## config.mk

```make
export PLATFORM = sky130hd
export DESIGN_NAME = image_stream_feeder_flat
export DESIGN_NICKNAME = d
export VERILOG_FILES = /design/src/rtl/image_stream_feeder_pkg.sv /design/src/rtl/image_stream_feeder_if.sv /design/src/rtl/stream_skid_fifo.sv /design/src/rtl/image_stream_feeder.sv /design/src/flat_wrapper.sv
export SDC_FILE = /design/constraint.sdc
export NUM_CORES = 1
export LEC_CHECK = 0
export BUFFER_PORTS_ARGS = -buffer_cell sky130_fd_sc_hd__clkbuf_2
export CAP_MARGIN = 20
export CORE_MARGIN = 1.5
export CORE_UTILIZATION = 51
export DETAILED_ROUTE_END_ITERATION = 8
export PLACE_DENSITY = 0.76
export RECOVER_POWER = 25
export SETUP_SLACK_MARGIN = 0.15
export SLEW_MARGIN = 30
export SYNTH_ARGS = -nofsm -noshare
export SYNTH_HDL_FRONTEND = slang
export SYNTH_SLANG_ARGS = --single-unit
```

## constraint.sdc

```tcl
create_clock -name clk -period 3 [get_ports clk]
set_input_delay 0.6 -clock clk [delete_from_list [all_inputs] [get_ports clk]]
set_output_delay 0.6 -clock clk [all_outputs]
set_load 0.01 [all_outputs]
```

## src/rtl/image_stream_feeder_pkg.sv

```systemverilog
// Shared definitions for the image pipeline: feeder FSM states and pixel geometry.
// Used by image_stream_feeder and the brightness processor.
package image_stream_feeder_pkg;

  localparam int COLOR_SIZE = 8;
  localparam int PIXEL_SIZE = 24;

  typedef enum logic [1:0] {
    IDLE      = 2'd0,
    STREAM    = 2'd1,
    WAIT_DONE = 2'd2
  } feeder_state_t;

endpackage

```

## src/rtl/image_stream_feeder_if.sv

```systemverilog
// Memory read port and downstream word stream of the image feeder.
// The master is the feeder; the slave is the memory/processor side.
interface image_stream_feeder_if #(
  parameter int DATA_WIDTH = 32,
  parameter int ADDR_WIDTH = 16
);

  logic                  mem_rd_en;
  logic [ADDR_WIDTH-1:0] mem_addr;
  logic [DATA_WIDTH-1:0] mem_rd_data;
  logic                  hold;
  logic                  vld;
  logic                  last_data;
  logic [DATA_WIDTH-1:0] data_out;

  modport master (
    output mem_rd_en, mem_addr, vld, last_data, data_out,
    input  mem_rd_data, hold
  );

  modport slave (
    input  mem_rd_en, mem_addr, vld, last_data, data_out,
    output mem_rd_data, hold
  );

endinterface

```

## src/rtl/stream_skid_fifo.sv

```systemverilog
// Two-entry FIFO between the memory read return and the registered stream output.
// When empty, the word being pushed is visible at dout and may be popped in the same cycle.
module stream_skid_fifo #(
  parameter int DATA_WIDTH = 32
) (
  input  logic                  clk,
  input  logic                  rst,
  input  logic                  push,
  input  logic [DATA_WIDTH-1:0] din,
  input  logic                  pop,
  output logic [DATA_WIDTH-1:0] dout,
  output logic                  full,
  output logic                  empty
);

  logic [DATA_WIDTH-1:0] mem [2];
  logic                  wr_ptr;
  logic                  rd_ptr;
  logic [1:0]            count;
  logic                  wr;
  logic                  rd;

  assign empty = (count == 2'd0);
  assign full  = (count == 2'd2);
  assign dout  = empty ? din : mem[rd_ptr];
  assign wr    = push && !(pop && empty);
  assign rd    = pop && !empty;

  // NOTE: sequential state uses non-blocking assignments so every flop samples pre-edge values.
  always_ff @(posedge clk) begin
    if (rst) begin
      wr_ptr <= 1'b0;
      rd_ptr <= 1'b0;
      count  <= 2'd0;
    end else begin
      if (wr) wr_ptr <= ~wr_ptr;
      if (rd) rd_ptr <= ~rd_ptr;
      count <= count + {1'b0, wr} - {1'b0, rd};
    end
  end

  // NOTE: storage has no reset; count/pointers alone define which entries are valid.
  always_ff @(posedge clk) begin
    if (wr) mem[wr_ptr] <= din;
  end

endmodule

```

## src/rtl/image_stream_feeder.sv

```systemverilog
// Streams word_cnt consecutive memory words to the processor with at most two words
// buffered or in flight, then waits for proc_done and pulses finished.
module image_stream_feeder
  import image_stream_feeder_pkg::*;
#(
  parameter int DATA_WIDTH = 32,
  parameter int ADDR_WIDTH = 16
) (
  input  logic                  clk,
  input  logic                  rst,
  input  logic                  start,
  input  logic [ADDR_WIDTH-1:0] base_addr,
  input  logic [ADDR_WIDTH-1:0] word_cnt,
  input  logic                  proc_done,
  output logic                  busy,
  output logic                  finished,
  image_stream_feeder_if.master bus
);

  localparam logic [ADDR_WIDTH-1:0] ADDR_ONE = ADDR_WIDTH'(1);

  feeder_state_t         state_q, state_d;
  logic [ADDR_WIDTH-1:0] addr_q;
  logic [ADDR_WIDTH-1:0] cnt_q;
  logic [ADDR_WIDTH-1:0] issued_q;
  logic [ADDR_WIDTH-1:0] popped_q;
  logic                  inflight_q;
  logic                  vld_q;
  logic                  last_q;
  logic [DATA_WIDTH-1:0] data_q;
  logic                  finished_q;

  logic                  issue;
  logic                  pop;
  logic [2:0]            occupancy;
  logic [2:0]            pending;
  logic [DATA_WIDTH-1:0] fifo_dout;
  logic                  fifo_full;
  logic                  fifo_empty;

  // Read data arrives the cycle after its strobe, so the in-flight flag is the push.
  stream_skid_fifo #(.DATA_WIDTH(DATA_WIDTH)) u_fifo (
    .clk   (clk),
    .rst   (rst),
    .push  (inflight_q),
    .din   (bus.mem_rd_data),
    .pop   (pop),
    .dout  (fifo_dout),
    .full  (fifo_full),
    .empty (fifo_empty)
  );

  always_ff @(posedge clk) begin
    if (rst) state_q <= IDLE;
    else     state_q <= state_d;
  end

  // NOTE: every always_comb output gets a default first, so no path can infer a latch.
  always_comb begin
    state_d   = state_q;
    pop       = 1'b0;
    issue     = 1'b0;
    occupancy = fifo_full ? 3'd2 : (fifo_empty ? 3'd0 : 3'd1);
    pending   = 3'd0;
    case (state_q)
      IDLE: begin
        if (start && word_cnt != '0) state_d = STREAM;
      end
      STREAM: begin
        pop     = !bus.hold && (!fifo_empty || inflight_q);
        pending = occupancy + {2'b00, inflight_q} - {2'b00, pop};
        issue   = (issued_q != cnt_q) && (pending < 3'd2);
        if (last_q) state_d = WAIT_DONE;
      end
      WAIT_DONE: begin
        if (proc_done) state_d = IDLE;
      end
      default: state_d = IDLE;
    endcase
  end

  always_ff @(posedge clk) begin
    if (rst) begin
      addr_q     <= '0;
      cnt_q      <= '0;
      issued_q   <= '0;
      popped_q   <= '0;
      inflight_q <= 1'b0;
      vld_q      <= 1'b0;
      last_q     <= 1'b0;
      data_q     <= '0;
      finished_q <= 1'b0;
    end else begin
      inflight_q <= issue;
      vld_q      <= pop;
      data_q     <= pop ? fifo_dout : '0;
      last_q     <= pop && (popped_q == cnt_q - ADDR_ONE);
      finished_q <= (state_q == IDLE && start && word_cnt == '0) ||
                    (state_q == WAIT_DONE && proc_done);
      if (state_q == IDLE && start) begin
        addr_q   <= base_addr;
        cnt_q    <= word_cnt;
        issued_q <= '0;
        popped_q <= '0;
      end else begin
        if (issue) begin
          addr_q   <= addr_q + ADDR_ONE;
          issued_q <= issued_q + ADDR_ONE;
        end
        if (pop) popped_q <= popped_q + ADDR_ONE;
      end
    end
  end

  assign bus.mem_rd_en = issue;
  assign bus.mem_addr  = issue ? addr_q : '0;
  assign bus.vld       = vld_q;
  assign bus.last_data = last_q;
  assign bus.data_out  = data_q;
  assign busy          = (state_q != IDLE);
  assign finished      = finished_q;

endmodule

```

## src/flat_wrapper.sv

```systemverilog
// flat-port wrapper written by rule: the top's interface ports become plain ports
module image_stream_feeder_flat import image_stream_feeder_pkg::*;
#(
  parameter int DATA_WIDTH = 32,
  parameter int ADDR_WIDTH = 16
)
  (clk, rst, start, base_addr, word_cnt, proc_done, busy, finished, bus_mem_rd_en, bus_mem_addr, bus_vld, bus_last_data, bus_data_out, bus_mem_rd_data, bus_hold);
  image_stream_feeder_if #(.DATA_WIDTH(DATA_WIDTH), .ADDR_WIDTH(ADDR_WIDTH)) bus_i ();
  input  logic clk;
  input  logic rst;
  input  logic start;
  input  logic [ADDR_WIDTH-1:0] base_addr;
  input  logic [ADDR_WIDTH-1:0] word_cnt;
  input  logic proc_done;
  output logic busy;
  output logic finished;
  output wire logic [$bits(bus_i.mem_rd_en)-1:0] bus_mem_rd_en;
  output wire logic [$bits(bus_i.mem_addr)-1:0] bus_mem_addr;
  output wire logic [$bits(bus_i.vld)-1:0] bus_vld;
  output wire logic [$bits(bus_i.last_data)-1:0] bus_last_data;
  output wire logic [$bits(bus_i.data_out)-1:0] bus_data_out;
  input wire logic [$bits(bus_i.mem_rd_data)-1:0] bus_mem_rd_data;
  input wire logic [$bits(bus_i.hold)-1:0] bus_hold;
  assign bus_mem_rd_en = bus_i.mem_rd_en;
  assign bus_mem_addr = bus_i.mem_addr;
  assign bus_vld = bus_i.vld;
  assign bus_last_data = bus_i.last_data;
  assign bus_data_out = bus_i.data_out;
  assign bus_i.mem_rd_data = bus_mem_rd_data;
  assign bus_i.hold = bus_hold;
  image_stream_feeder #(.DATA_WIDTH(DATA_WIDTH), .ADDR_WIDTH(ADDR_WIDTH)) u_core (.clk(clk), .rst(rst), .start(start), .base_addr(base_addr), .word_cnt(word_cnt), .proc_done(proc_done), .busy(busy), .finished(finished), .bus(bus_i));
endmodule
```

# Word level (Yosys, flattened, before mapping)
# Memories as Yosys holds them, arrays and structs flattened. A register that Yosys moved wholly into a read port is not among the register bits.
# Cells that the tools add are included.
[word_totals] ff_bits=106 latch_bits=0 ram_bits=64 mem_bits_ro=0 input_bits=69 output_inout_bits=53 word_cells=74 n_memories=1
[memory_table] memory="u_core.u_fifo.mem" words=2 word_bits=32 read_ports=1 rd_clocked_by_memory_dff=1 write_ports=1 line="stream_skid_fifo.sv:16" rtl="logic [DATA_WIDTH-1:0] mem [2];"
[classes] n_addsub=8 multipliers=0 n_div=0 magnitude_cmp=1 n_eq_ne=8 n_shift=0 n_mux=16 bitwise=3 reduce_logical=24
[op_table] cell="$add A16 B1 Y16 const B" n=3
[op_table] cell="$mux W16" n=3
[op_table] cell="$mux W32" n=1
[op_table] cell="$eq A16 B16 Y1" n=1
[op_table] cell="$logic_not A16 Y1" n=1
[op_table] cell="$ne A16 B16 Y1" n=1
[op_table] cell="$reduce_bool A16 Y1" n=1
[op_table] cell="$sub A16 B1 Y16 const B" n=1
[op_table] cell="$logic_and A1 B1 Y1" n=10
[op_table] cell="$mux W1" n=7
[op_table] cell="$mux W2" n=3
[op_table] cell="$pmux W2 S3" n=1
[op_table] cell="$eq A2 B2 Y1 const B" n=2
[op_table] cell="$logic_not A2 Y1" n=2
[op_table] cell="$ne A2 B1 Y1 const B" n=2
[op_table] cell="$reduce_bool A2 Y1" n=2
[op_table] cell="$reduce_or A2 Y1" n=2
[op_table] cell="$add A3 B1 Y3" n=1
[op_table] cell="$logic_not A1 Y1" n=3
[op_table] cell="$lt A3 B2 Y1 const B" n=1
[op_table] cell="$mux W3" n=1
[op_table] cell="$not A1 Y1" n=3
[op_table] cell="$reduce_and A3 Y1" n=1
[op_table] cell="$sub A3 B1 Y3" n=1
[op_table] cell="other kinds (5)" n=6

# Depth between registers and ports, before layout
[depth] depth_word=10 depth_mapped=13 ltp_nobuf=11

# Hierarchy
# From an unflattened synthesis, not the netlist that was laid out.
[hier_totals] hier_cells=781 area_unflattened_um2=8006.4
[modules_own_cells] module="image_stream_feeder" n_inst=1 cells_each=582 area_per_inst_um2=4961.0 seq_area_each_um2=2042.0
[modules_own_cells] module="stream_skid_fifo" n_inst=1 cells_each=199 area_per_inst_um2=3045.4 seq_area_each_um2=2021.9

# Worst setup path before layout
# OpenSTA, ideal clock, no wires.
[synth_timing] path_kind="flip-flop to output port" from="register u_core.u_fifo.count[1]" to="output bus_mem_rd_en" arrival_ps=2738 required_ps=2400 slack_ps=-338 stages_incl_launch_ff=12 path_buffers=2 path_cell_list="dfxtp_1 nor3_1 nor2_1 ha_1 nand2b_1 fa_1 xnor2_1 and3_1 clkbuf_1 nand2_1 inv_1 buf_1"
[synth_between] elab_chain_cells=8 elab_cells_between_ends=12 classes_between="add/sub (2); order compare (1); eq/ne (1); mux (3); reduce/logical (5)"
[synth_lines] element="start, declared" line="stream_skid_fifo.sv:19" rtl="logic [1:0] count;"
[synth_lines] element="start signal, assigned" line="stream_skid_fifo.sv:38" rtl="count <= count + {1'b0, wr} - {1'b0, rd};"
[synth_lines] element="$logic_not A2 Y1" line="stream_skid_fifo.sv:23" rtl="assign empty = (count == 2'd0);"
[synth_lines] element="$mux W1 or $logic_not A1 Y1 (tied branches)" line="image_stream_feeder.sv:63, image_stream_feeder.sv:70"
[synth_lines] element="$mux W3 or $logic_or A1 B1 Y1 (tied branches)" line="image_stream_feeder.sv:63, image_stream_feeder.sv:70"
[synth_lines] element="$add A3 B1 Y3 or $logic_and A1 B1 Y1 (tied branches)" line="image_stream_feeder.sv:71, image_stream_feeder.sv:70"
[synth_lines] element="$sub A3 B1 Y3 *" line="image_stream_feeder.sv:71" rtl="pending = occupancy + {2'b00, inflight_q} - {2'b00, pop};"
[synth_lines] element="$lt A3 B2 Y1 *" line="image_stream_feeder.sv:72" rtl="issue = (issued_q != cnt_q) && (pending < 3'd2);"
[synth_lines] element="$logic_and A1 B1 Y1 *" line="image_stream_feeder.sv:72"
[synth_lines] element="$mux W1 *" line="image_stream_feeder.sv:65" rtl="case (state_q)"
[synth_lines] element="end, declared" line="flat_wrapper.sv:17" rtl="output wire logic [$bits(bus_i.mem_rd_en)-1:0] bus_mem_rd_en;"
# Every way passes the cells marked *; elsewhere a longest branch is shown, timed or not.

# Final worst setup path
[layout_timing] from="register u_core.u_fifo.count[0]" to="output bus_mem_addr[4]"
[layout_between] elab_chain_cells=9 elab_cells_between_ends=13 classes_between="add/sub (2); order compare (1); eq/ne (1); mux (4); reduce/logical (5)"
[layout_lines] element="$logic_not A2 Y1" line="stream_skid_fifo.sv:23"
[layout_lines] element="$mux W1 or $logic_not A1 Y1 (tied branches)" line="image_stream_feeder.sv:63, image_stream_feeder.sv:70"
[layout_lines] element="$mux W3 or $logic_or A1 B1 Y1 (tied branches)" line="image_stream_feeder.sv:63, image_stream_feeder.sv:70"
[layout_lines] element="$add A3 B1 Y3 or $logic_and A1 B1 Y1 (tied branches)" line="image_stream_feeder.sv:71, image_stream_feeder.sv:70"
[layout_lines] element="$sub A3 B1 Y3 *" line="image_stream_feeder.sv:71"
[layout_lines] element="$lt A3 B2 Y1 *" line="image_stream_feeder.sv:72"
[layout_lines] element="$logic_and A1 B1 Y1 *" line="image_stream_feeder.sv:72"
[layout_lines] element="$mux W1 *" line="image_stream_feeder.sv:65"
[layout_lines] element="$mux W16 *" line="image_stream_feeder.sv:116" rtl="assign bus.mem_addr = issue ? addr_q : '0;"
[layout_lines] element="end, declared" line="flat_wrapper.sv:18" rtl="output wire logic [$bits(bus_i.mem_addr)-1:0] bus_mem_addr;"
# Marked as above.

==> flow_summary.ini <==
[outcome]
status = complete, but fails checks
failed_checks = negative setup slack

[floorplanning]
fp.dieArea_mm2 = 0.0156
die_w_um = 125
core_area_mm2 = 0.0145
start_util_pct = 52.2
ios = 122
dieHeight_um = 125
rows = 44

[yosys]
synth.distinct_cells = 56
synth_largest_area_cell = dfxtp_1
syn_inst = 741
async_flop_share_pct = 0
synth_top_area_share_pct = 28.4
synth-seq-area-share_pct = 53.8
synthTopCellsByArea = dfxtp_1 (28%), edfxtp_1 (25%), nor2_1 (4.9%), mux2i_1 (4.6%), xnor2_1 (4.4%)
synth_edf_count = 64
ys_warn_count = 0
synth-seq-cells = 171
synth_nets = 818
avgSynthCellArea_um2 = 10.2
syn_area_mm2 = 0.00755
yosys_most_used_dff = dfxtp_1

[routing]
drtIter0Drc = 411
wl_per_cell_um = 15.8
routed_wl_mm = 16.7
first_pass_iters = 5
via_per_inst = 5.57
ant_nets = 0
route.detailed.drc = 0
vias = 5901

[pwr]
seqPwrFrac_pct = 46.0
p_leak_nw = 3.44
p_int_mw = 4.14
switching_share_pct = 27.7
clkPwrFrac_pct = 36.9
p_switching_mw = 1.58
vdd_drop_max_v = 0.000406
p_total_mw = 5.72
p_per_area_mw_per_mm2 = 622
comb_power_share_pct = 17.1

[finish]
final_cells = 1059
drive_gt1_share_pct = 21.4
final_area_mm2 = 0.00919
fillers = 1196
num_antenna_cells = 0
fin_nets = 940
area_delta_synth_final_pct = 21.7

[sta]
clock_skew_ns = 0.0122
tightestPinTransition_ns = 0.664
max_slew_margin_pct = 55.4
setup_ws_ns = -0.177
setup_viol = 17
period_needed_ns = 3.18
hold_violations = 0
rsz0062_at_grt = yes
fmax_mhz = 315
report.final.slew_viol_count = 0
period_share_pct = 106
fin_tns_setup_ns = -2.42

[critical_path]
critPathMaxFanout = 8
required_ns = 2.40
cp-end-kind = primary output
cpPeakStageDelay_ns = 0.57
crit_path_start_kind = flip-flop
crit_chain = nor3_4 > nor2_4 > ha_4 > nand2b_4 > fa_2 > and3_4 > and3_4 > buf_6
worst_path_max_delay_cell = fa_2
crit_arrival_ns = 2.58
path_class = reg -> out
cpMostUsedCell = and3_4

[hold_path]
min_path_type = in -> reg

[cts]
cts_buffers = 17
root_buffer = clkbuf_16
cts_tree = built
path_clk_slew_ns = 0.07
cts-hold-fix-buffers = 0
clkLatencyLatePin_ns = 0.43
clock-sinks = 171
cts_max_level = 4
clockBufferDepth = 2

[global_routing]
antenna_found_initial = 0
gr-total-overflow = 0
grt_pass1_wl_mm = 27.0
grt_pass1_vias = 5590
grt_max_degree = 65
grt.total_usage_pct = 21.6

[flow_run]
drv_cap = 0

[placed_design]
port_buffers = 121
place_ws_ns = 0.0158
postPlaceCellArea_mm2 = 0.00845
gp_congestion = 0.882
dpl.hpwl_mm = 11.3
dp_cells = 1019
per-stage QoR:
step / hold slack, ns / utilization, %
after CTS: 0.356 / 62.8
after global placement: 0.495 / 58.3
after global routing: 0.398 / 63.5
final: 0.406 / 63.5
after floorplan: 0.471 / -
after detailed placement: 0.501 / 58.3
final timing paths:
check | from | to | slack [ns] | depth (start not counted)
worst max-delay path | u_core.u_fifo.count[0]$_SDFF_PP0_ | bus_mem_addr[4] | -0.18 | 8
worst min-delay path | word_cnt[7] | u_core.cnt_q[7]$_SDFFE_PP0P_ | 0.41 | 3
worst max register to register | u_core.u_fifo.count[0]$_SDFF_PP0_ | u_core.addr_q[10]$_SDFFE_PP0P_ | 0.08 | 10
worst min register to register | u_core.cnt_q[15]$_SDFFE_PP0P_ | u_core.cnt_q[15]$_SDFFE_PP0P_ | 0.51 | 2
flip-flops by register name (all words and copies together), names as in the netlist, named ones only:
| signal | count |
|---|---|
| u_core.issued_q | 16 |
| u_core.u_fifo.mem | 64 |
| u_core.state_q | 2 |
| u_core.popped_q | 16 |
| u_core.cnt_q | 16 |
| u_core.u_fifo.count | 2 |
| u_core.bus.last_data | 1 |
| u_core.bus.data_out | 32 |
| u_core.addr_q | 16 |
| u_core.u_fifo.rd_ptr | 1 |
| u_core.u_fifo.wr_ptr | 1 |
| u_core.bus.vld | 1 |
| u_core.inflight_q | 1 |
| u_core.finished | 1 |
critical path: cells and delay by family (launching register included):
kind                       cells  cell delay [ns]
DFF                            1             0.35
and+or+nand+nor                5             0.92
adders and majority gates      2             0.77
buffers and inverters          1             0.10
final cells by class:
cell class | instances | area (um2) | area share, %
Sequential cell | 171 | 4080 | 44.3
Multi-Input combinational cell | 508 | 3430 | 37.3
Timing Repair Buffer | 151 | 840 | 9.13
Clock buffer | 19 | 443 | 4.82
Tap cell | 184 | 230 | 2.50
Clock inverter | 12 | 128 | 1.39
Inverter | 14 | 52.6 | 0.572
Yosys cell counts (3+ instances only):
master,instances
a211oi_1,41
a21oi_1,27
a311oi_1,3
and2_1,4
and3_1,23
and4_1,4
buf_1,4
buf_2,3
clkbuf_1,41
dfxtp_1,107
edfxtp_1,64
ha_1,7
inv_1,14
mux2i_1,35
nand2_1,56
nand2b_1,3
nand3_1,20
nand4_1,13
nor2_1,98
nor2b_1,3
nor3_1,19
nor4_1,19
o21ai_0,8
o31ai_1,3
or2_2,4
or3_1,8
or4_1,5
xnor2_1,38
xor2_1,35
metal layers:
| layer | up-vias | routed length (um) | GRT usage (%) |
|---|---|---|---|
| li1 | 2894 | - | - |
| met1 | 2792 | 7470 | 27.7 |
| met4 | 0 | 172 | 7.10 |
| met3 | 16 | 1150 | 6.36 |
| met5 | - | 0 | 0 |
| met2 | 199 | 7930 | 34.9 |
what timing repair did:
action                     CTS  global route
setup buffers                6             2
resized for setup            5            34
setup endpoints to repair   18            31
cloned                       1             0
pin swaps                   10             8
power groups by stage:
stage / registers [mW] / logic [mW] / clock network, mW
4_1_cts: 2.63 / 0.935 / 2.15
2_1_floorplan: 2.65 / 0.646 / 0
5_1_grt: 2.64 / 1.08 / 2.25
3_3_place_gp: 2.68 / 0.846 / 0
6_report: 2.63 / 0.979 / 2.11
3_5_place_dp: 2.68 / 0.871 / 0
cell usage in the layout (no fill, tap or decap), drive strengths merged, types with 3 or more instances in the layout:
| cell | instances |
|---|---|
| a211oi | 41 |
| a21oi | 27 |
| a311oi | 3 |
| and2 | 4 |
| and3 | 24 |
| and4 | 4 |
| buf | 42 |
| clkbuf | 128 |
| dfxtp | 107 |
| edfxtp | 64 |
| ha | 7 |
| inv | 21 |
| mux2i | 35 |
| nand2 | 56 |
| nand2b | 4 |
| nand3 | 20 |
| nand4 | 13 |
| nor2 | 98 |
| nor2b | 3 |
| nor3 | 20 |
| nor4 | 20 |
| o21ai | 8 |
| o31ai | 3 |
| or2 | 4 |
| or3 | 8 |
| or4 | 5 |
| xnor2 | 38 |
| xor2 | 35 |
cell families (layout without fill, tap and decap cells):
kind of cell | count (synthesis) | after routing | synth area share [%]
AOI/OAI and AO/OA | 100 | 100 | 9.01
xor gates and xnor gates | 73 | 73 | 8.46
adders and majority gates | 8 | 8 | 1.42
buffers and inverters | 63 | 196 | 3.28
DFF | 171 | 171 | 53.8
muxes | 36 | 36 | 4.79
and+or+nand+nor | 290 | 291 | 19.2
(Power assumes the default switching activity.)
